$ cat config.mk
export PLATFORM = sky130hd
export DESIGN_NAME = aer_rx
export DESIGN_NICKNAME = d
export VERILOG_FILES = /design/src/rtl/aer_pkg.sv /design/src/rtl/aer_fifo.sv /design/src/rtl/aer_rx.sv
export SDC_FILE = /design/constraint.sdc
export NUM_CORES = 1
export LEC_CHECK = 0
export CAP_MARGIN = 20
export CORE_MARGIN = 4
export CORE_UTILIZATION = 52
export CTS_CLUSTER_SIZE = 40
export DETAILED_ROUTE_END_ITERATION = 8
export GPL_TIMING_DRIVEN = 1
export PLACE_DENSITY = 0.71
export SKIP_CTS_REPAIR_TIMING = 1
export SYNTH_ARGS = -nofsm -noshare
export SYNTH_HDL_FRONTEND = slang
export SYNTH_SLANG_ARGS = --single-unit
export TNS_END_PERCENT = 50
$ cat constraint.sdc
create_clock -name CLK -period 2.1 [get_ports CLK]
set_clock_uncertainty 0.1 [all_clocks]
set_input_delay 0.21 -clock CLK [delete_from_list [all_inputs] [get_ports CLK]]
set_output_delay 0.21 -clock CLK [all_outputs]
set_load 0.02 [all_outputs]
$ cat src/rtl/aer_pkg.sv
// Shared AER receiver types: address width, address type and receiver FSM states.
package aer_pkg;
    localparam int AER_ADDR_W = 10;

    typedef logic [AER_ADDR_W-1:0] aer_addr_t;

    typedef enum logic [1:0] {
        IDLE       = 2'd0,
        WAIT_SPACE = 2'd1,
        ACK_HI     = 2'd2
    } rx_state_t;
endpackage

$ cat src/rtl/aer_fifo.sv
// Single-clock FIFO whose head is held in an output register, so dout is valid
// on the same cycle that empty deasserts.
module aer_fifo #(
    parameter int W     = 10,
    parameter int DEPTH = 8
) (
    input  logic                   clk,
    input  logic                   rst_n,
    input  logic                   push,
    input  logic                   pop,
    input  logic [W-1:0]           din,
    output logic [W-1:0]           dout,
    output logic [$clog2(DEPTH):0] level,
    output logic                   full,
    output logic                   empty
);
    localparam int PW = $clog2(DEPTH);
    localparam int LW = PW + 1;

    logic [W-1:0]  mem [DEPTH];
    logic [PW-1:0] rd_ptr_reg, wr_ptr_reg;
    logic [LW-1:0] level_reg;
    logic [W-1:0]  dout_reg;
    logic          pop_ok, push_ok;
    logic [PW-1:0] rd_ptr_inc;

    assign empty      = (level_reg == '0);
    assign full       = (level_reg == LW'(DEPTH));
    assign pop_ok     = pop & ~empty;
    assign push_ok    = push & (~full | pop_ok);
    assign rd_ptr_inc = rd_ptr_reg + PW'(1);

    always_ff @(posedge clk) begin
        if (push_ok)
            mem[wr_ptr_reg] <= din;
    end

    always_ff @(posedge clk or negedge rst_n) begin
        if (!rst_n) begin
            rd_ptr_reg <= '0;
            wr_ptr_reg <= '0;
            level_reg  <= '0;
            dout_reg   <= '0;
        end else begin
            if (push_ok)
                wr_ptr_reg <= wr_ptr_reg + PW'(1);
            if (pop_ok)
                rd_ptr_reg <= rd_ptr_inc;
            case ({push_ok, pop_ok})
                2'b10:   level_reg <= level_reg + LW'(1);
                2'b01:   level_reg <= level_reg - LW'(1);
                default: level_reg <= level_reg;
            endcase
            // Next head comes from memory if one remains, else bypasses the incoming word.
            if (pop_ok) begin
                if (level_reg > LW'(1))
                    dout_reg <= mem[rd_ptr_inc];
                else if (push_ok)
                    dout_reg <= din;
            end else if (push_ok && empty) begin
                dout_reg <= din;
            end
        end
    end

    assign dout  = dout_reg;
    assign level = level_reg;
endmodule

$ cat src/rtl/aer_rx.sv
// AER 4-phase receiver: synchronizes REQ, acknowledges into a FIFO, streams events out.
// Optional event counter enabled by defining AER_RX_EVT_CNT_EN.
module aer_rx
    import aer_pkg::*;
#(
    parameter int ADDR_W      = AER_ADDR_W,
    parameter int FIFO_DEPTH  = 8,
    parameter int SYNC_STAGES = 2
) (
    input  logic                        CLK,
    input  logic                        RST_N,
    input  logic [ADDR_W-1:0]           AERIN_ADDR,
    input  logic                        AERIN_REQ,
    output logic                        AERIN_ACK,
    output logic [ADDR_W-1:0]           EVT_ADDR,
    output logic                        EVT_VALID,
    input  logic                        EVT_READY,
    output logic [$clog2(FIFO_DEPTH):0] FIFO_LEVEL,
    output logic                        RX_BUSY
`ifdef AER_RX_EVT_CNT_EN
    ,
    input  logic                        CNT_CLR,
    output logic [15:0]                 EVT_CNT
`endif
);
    logic [SYNC_STAGES-1:0] sync_reg;
    logic                   req_s;
    rx_state_t              state_reg, state_next;
    logic                   push, pop;
    logic                   fifo_full, fifo_empty;

    always_ff @(posedge CLK or negedge RST_N) begin
        if (!RST_N)
            sync_reg <= '0;
        else
            sync_reg <= {sync_reg[SYNC_STAGES-2:0], AERIN_REQ};
    end
    assign req_s = sync_reg[SYNC_STAGES-1];

    assign pop = EVT_VALID & EVT_READY;

    always_ff @(posedge CLK or negedge RST_N) begin
        if (!RST_N)
            state_reg <= IDLE;
        else
            state_reg <= state_next;
    end

    always_comb begin
        state_next = state_reg;
        push       = 1'b0;
        case (state_reg)
            IDLE: begin
                if (req_s)
                    state_next = WAIT_SPACE;
            end
            WAIT_SPACE: begin
                // A request withdrawn before ACK is dropped rather than stalling here.
                if (!req_s) begin
                    state_next = IDLE;
                end else if (!fifo_full || pop) begin
                    push       = 1'b1;
                    state_next = ACK_HI;
                end
            end
            ACK_HI: begin
                if (!req_s)
                    state_next = IDLE;
            end
            default: state_next = IDLE;
        endcase
    end

    assign AERIN_ACK = (state_reg == ACK_HI);

    aer_fifo #(
        .W     (ADDR_W),
        .DEPTH (FIFO_DEPTH)
    ) u_fifo (
        .clk   (CLK),
        .rst_n (RST_N),
        .push  (push),
        .pop   (pop),
        .din   (AERIN_ADDR),
        .dout  (EVT_ADDR),
        .level (FIFO_LEVEL),
        .full  (fifo_full),
        .empty (fifo_empty)
    );

    assign EVT_VALID = ~fifo_empty;
    assign RX_BUSY   = (state_reg != IDLE) | ~fifo_empty;

`ifdef AER_RX_EVT_CNT_EN
    logic [15:0] cnt_reg;

    always_ff @(posedge CLK or negedge RST_N) begin
        if (!RST_N)
            cnt_reg <= '0;
        else if (CNT_CLR)
            cnt_reg <= push ? 16'd1 : 16'd0;
        else if (push && cnt_reg != 16'hFFFF)
            cnt_reg <= cnt_reg + 16'd1;
    end
    assign EVT_CNT = cnt_reg;
`endif
endmodule

# == Word level (Yosys, flattened, before mapping) ==
# Memories as Yosys holds them, arrays and structs flattened.
# Cells that the tools add are included.
# totals
register_bits,24
n_memories,1
output_inout_bits,17
wordCells,53
mem_bits_rw,80
input_bits,14
# mem_list
memory,depth,width,read_ports,rd_clocked_by_memory_dff,wr,line_no,source
u_fifo.mem,8,10,1,0,1,aer_fifo.sv:20,logic [W-1:0] mem [DEPTH];
# classes
n_eq_ne,9
mux,15
bitwise_logic,7
n_addsub,4
n_lt_le_gt_ge,1
n_reduce_logical,10
# ops
cell,count
$mux W10,4
$mux W2,4
$pmux W4 S2,1
$add A3 B1 Y3 const B,2
$ne A3 B3 Y1 const B,2
$pmux W2 S3,1
$reduce_bool A2 Y1,3
$mux W1,5
$add A4 B1 Y4 const B,1
$eq A2 B1 Y1 const B,2
$eq A2 B2 Y1 const B,2
$eq A4 B4 Y1 const B,1
$gt A4 B1 Y1 const B,1
$logic_not A4 Y1,1
$ne A2 B2 Y1 const B,2
$sub A4 B1 Y4 const B,1
$and A1 B1 Y1,3
$reduce_and A3 Y1,1
$logic_not A2 Y1,1
$not A1 Y1,2
$or A1 B1 Y1,2
$reduce_and A2 Y1,1
$logic_and A1 B1 Y1,1
$logic_not A1 Y1,1
$logic_or A1 B1 Y1,1

# == Logic depth before layout (Yosys ltp) ==
# logic_depth
word_depth,11
depth_mapped,10
depth_no_buf,10

# == Modules after synthesis ==
# A second synthesis with hierarchy kept.
# hier_totals
cells_unflattened,298
area_unflattened_um2,4393.0
# modules_own_cells
module,n_inst,seq_area_each_um2,area_per_inst_um2,cells_each
aer_fifo,1,2902.8,4212.8,282
aer_rx,1,100.1,180.2,16

# == Least setup slack after synthesis ==
# OpenSTA, ideal clock, no wires.
# synth_path
path_kind,register to register
start,reg u_fifo.level_reg[0] (netlist: u_fifo.level[0])
end,mem u_fifo.mem[0][0] (enable)
arrival_time_ps,1996
n_path_buf,0
period_less_slack_ps,2486
setup_slack_ps,-386
setup_time_ps,390
stages_incl_launch_ff,7
path_cell_list,dfrtp_1 -> inv_1 -> ha_1 -> nand4bb_1 -> and2_2 -> nand2b_1 -> nor3_1
# synth_between
elab_chain_cells,10
elab_cells_between_ends,15
cone_classes,eq/ne (1); mux (5); bitwise (6); reduce/logical (3)
# synth_rtl
item,line_no,source
"start, declared",aer_fifo.sv:22,logic [LW-1:0] level_reg;
"start signal, assigned",aer_fifo.sv:50,2'b10: level_reg <= level_reg + LW'(1);
"start signal, assigned",aer_fifo.sv:51,2'b01: level_reg <= level_reg - LW'(1);
"start signal, assigned",aer_fifo.sv:52,default: level_reg <= level_reg;
$logic_not A4 Y1,aer_fifo.sv:27,assign empty = (level_reg == '0);
$not A1 Y1,"aer_fifo.sv:29, aer_rx.sv:91",
$and A1 B1 Y1,aer_rx.sv:40,assign pop = EVT_VALID & EVT_READY;
$logic_or A1 B1 Y1,aer_rx.sv:61,end else if (!fifo_full || pop) begin
$mux W1,aer_rx.sv:61,
$mux W1,aer_rx.sv:59,if (!req_s) begin
$mux W1,aer_rx.sv:52,case (state_reg)
$and A1 B1 Y1 *,aer_fifo.sv:30,assign push_ok = push & (~full | pop_ok);
$mux W1 *,aer_fifo.sv:34,if (push_ok)
$mux W1 (implied by the code) *,aer_fifo.sv:35,mem[wr_ptr_reg] <= din;
"end, declared",aer_fifo.sv:20,
# Mark *: on every way between the ends. The rest lies on a longest branch, timed or not.

# == Final worst setup path ==
# layout_path
start,reg u_fifo.level_reg[0] (netlist: u_fifo.level[0])
end,reg u_fifo.level_reg[3] (netlist: u_fifo.level[3])
# layout_between
elab_chain_cells,10
elab_cells_between_ends,19
cone_classes,add/sub (2); eq/ne (3); mux (4); bitwise (6); reduce/logical (4)
# layout_rtl
item,line_no,source
$logic_not A4 Y1,aer_fifo.sv:27,
$not A1 Y1,"aer_fifo.sv:29, aer_rx.sv:91",
$and A1 B1 Y1,aer_rx.sv:40,
$logic_or A1 B1 Y1,aer_rx.sv:61,
$mux W1,aer_rx.sv:61,
$mux W1,aer_rx.sv:59,
$mux W1,aer_rx.sv:52,
$and A1 B1 Y1,aer_fifo.sv:30,
$eq A2 B1 Y1 or $eq A2 B2 Y1 (tied branches),aer_fifo.sv:49,"case ({push_ok, pop_ok})"
$pmux W4 S2 or $reduce_bool A2 Y1 (tied branches),-,
# Parallel ways exist; a longest one is shown, timed or not.
# A chain may end at the register's enable or synchronous reset.

==> metrics <==
Initial DRC Count 119; global placement routability congestion 0.8407; Pins Over Slew Limit 0; final HPWL from detailed placement 5679 µm; CP arrival 2.23 ns; Pint 4656 µW; Power Dens Cells 1427 nW/µm²; most common cell after layout, fill and taps aside edfxtp_1; Pre-antenna DRT Iters 4; Die X 99.93 µm; clock share of power 16.4%; actual slew at the worst max-slew pin 0.3705 ns; footprint of the multi-input gates 1325 µm²; drt drc 0; Critical Path Source u_fifo.level[0]; Area after DPL 4977 µm²; cts bufs inserted 9; switching share of power 37.51%; crit-path cells inv_2, ha_4, nor3b_4, inv_2, buf_4, nand2_2, inv_2, ha_4, nand4b_1, a21oi_2, xor2_1; fin crit share 97.35%; most used cell, CP inv_2; CP required 2.28 ns; CORE AREA 8217 µm²; syn_nets 315; LEAKAGE 0.002051 µW; delay-heaviest family, CP simple AND/OR/NAND/NOR gates; Post-DRT Antenna Nets 0; number of flip-flops in the largest register 80; WL final 8943 µm; routed vias 2574; VDD IR-drop max 842.8 µV; Slew headroom 75.22%; TritonCTS clock tree done; number of I/O port buffers 30; utilization after layout 63.56%; fin area 5223 µm²; outcome finished, final reports clean; TNS Setup 0 ns; root buffer cell clkbuf_8; commonest non-fill, non-tap cells in the layout edfxtp_1 (80), mux2i_1 (61), nand3_1 (42); Max FO, Critical Path 4; #FFs+latches synth 104; post-synthesis sequential area ratio 68.34%; sequential power share 36.5%; routed len/inst 19.40 µm; Row Count 33; Num Clock Sinks 104; Layout Cells excl Fill 461; Final #Nets 372; Synth Cell Area 4394 µm²; placed cell count 442; fin crit period 2.044 ns; worst skew pair latency 0.35 ns; max cap viols 0; first-pass GRT wire length 14350 µm; switching power 2794 µW; WP buf/inv 4; Critical R2R Launch u_fifo.level[0]; share of layout cells above drive strength 1 18.54%; Filler cells 625; Slowest-stage cell, CP dfrtp_2; Layout area overhead 18.85%; Setup CP Type reg2reg; Initial Util 53.48%; Setup violations, final 0; syn_area_per_cell 14.95 µm²; initial antenna violation count 0; fmax 0.4892 GHz; H-tree depth 3; pin count of the biggest net entering global routing 42; Die Y 99.93 µm; final-report hold violation count 0; Logic pwr share 47.1%; gate count of the mapped netlist 294; critical path capture point type flip-flop; vias per std cell 5.584; CP startpoint kind flip-flop; DIE AREA 9985 µm²; vias in the first global route 2658; gr ovfl total 0; worst hold-check path type in2async; Top Ports 31; CTS max path bufs 2; Syn. warnings 0; GRT Overall Usage 18.99%; Clock transition at path regs 0.11 ns; CP max stage delay 0.42 ns; Yosys cell types 30; Diodes inserted 0; FF+latch area 3005 µm²
[area by class of cell]
cell class,instances,share of cell area [%]
Tap cell,105,2.516
Timing Repair Buffer,61,10.40
Clock buffer,9,2.372
Inverter,6,0.4312
Sequential cell,104,57.55
Clock inverter,7,1.366
Multi-Input combinational cell,169,25.37
[per-stage QoR]
stage	hold slack [ns]	power, µW	setup slack [ns]
after CTS	0.1110	7424	-0.3401
final	0.1148	7451	0.05565
after global routing	0.1144	7929	-0.04709
after detailed placement	0.2451	6202	0.02452
after global placement	0.2351	6157	0.07091
after floorplan	-0.1856	5182	-0.01552
[power by group through the flow]
stage | combinational [µW] | sequential [µW] | clock [µW]
floorplan | 2270 | 2910 | 0
global placement | 3410 | 2750 | 0
detailed placement | 3440 | 2760 | 0
CTS | 3460 | 2720 | 1250
global route | 3830 | 2760 | 1340
finish | 3510 | 2720 | 1220
[synthesized netlist by cell type]
cell | count | area (µm²)
xnor2_1 | 6 | 52.55
and3b_1 | 1 | 8.760
or3_1 | 1 | 6.260
ha_1 | 7 | 87.58
edfxtp_1 | 80 | 2402
a21oi_1 | 2 | 10.01
mux2i_1 | 61 | 610.6
nand4b_1 | 1 | 8.760
dfrtp_1 | 24 | 600.6
buf_6 | 4 | 45.04
nor2b_1 | 1 | 6.260
mux2_2 | 1 | 11.26
and2_2 | 1 | 7.510
nand2b_1 | 4 | 25.02
nor3b_2 | 1 | 12.51
o21ai_0 | 1 | 5.000
buf_2 | 5 | 25.02
o31ai_1 | 1 | 7.510
nor3_1 | 3 | 15.01
xor2_1 | 3 | 26.28
nor2_1 | 8 | 30.03
nand4bb_1 | 1 | 11.26
nand4_1 | 10 | 62.56
inv_1 | 6 | 22.52
nand3_1 | 42 | 210.2
nand2_1 | 12 | 45.04
buf_1 | 1 | 3.750
o21ai_2 | 1 | 8.760
buf_4 | 2 | 15.01
clkbuf_1 | 3 | 11.26
[kinds of logic after synthesis]
group	count (synthesis)	share of synthesized area, %
DFF	104	68.34
AOI/OAI and AO/OA	5	0.7118
and+or+nand+nor	86	10.22
buffers and inverters	21	2.790
muxes	62	14.15
adders and majority gates	7	1.993
xor gates and xnor gates	9	1.794
[worst paths after layout]
kind | end | cells past startpoint | slack, ns
setup reg to reg | u_fifo.level[3] | 11 | 0.06
setup / recovery | u_fifo.level[3] | 11 | 0.06
min in group CLK | sync_reg[0] | 1 | 0.19
max in group asynchronous | u_fifo.level[0] | 2 | 1.50
hold reg to reg | sync_reg[1] | 0 | 0.27
hold / removal | u_fifo.dout[3] | 2 | 0.11
[routing by layer]
layer | track usage [%] | share of wire, % | vias to the layer above
li1 | - | - | 1214
met1 | 26.85 | 45 | 1291
met2 | 29.91 | 50 | 63
met3 | 4.239 | 3.7 | 6
met4 | 5.252 | 0.75 | 0
met5 | 0 | 0 | -
(Power assumes the default switching activity.)
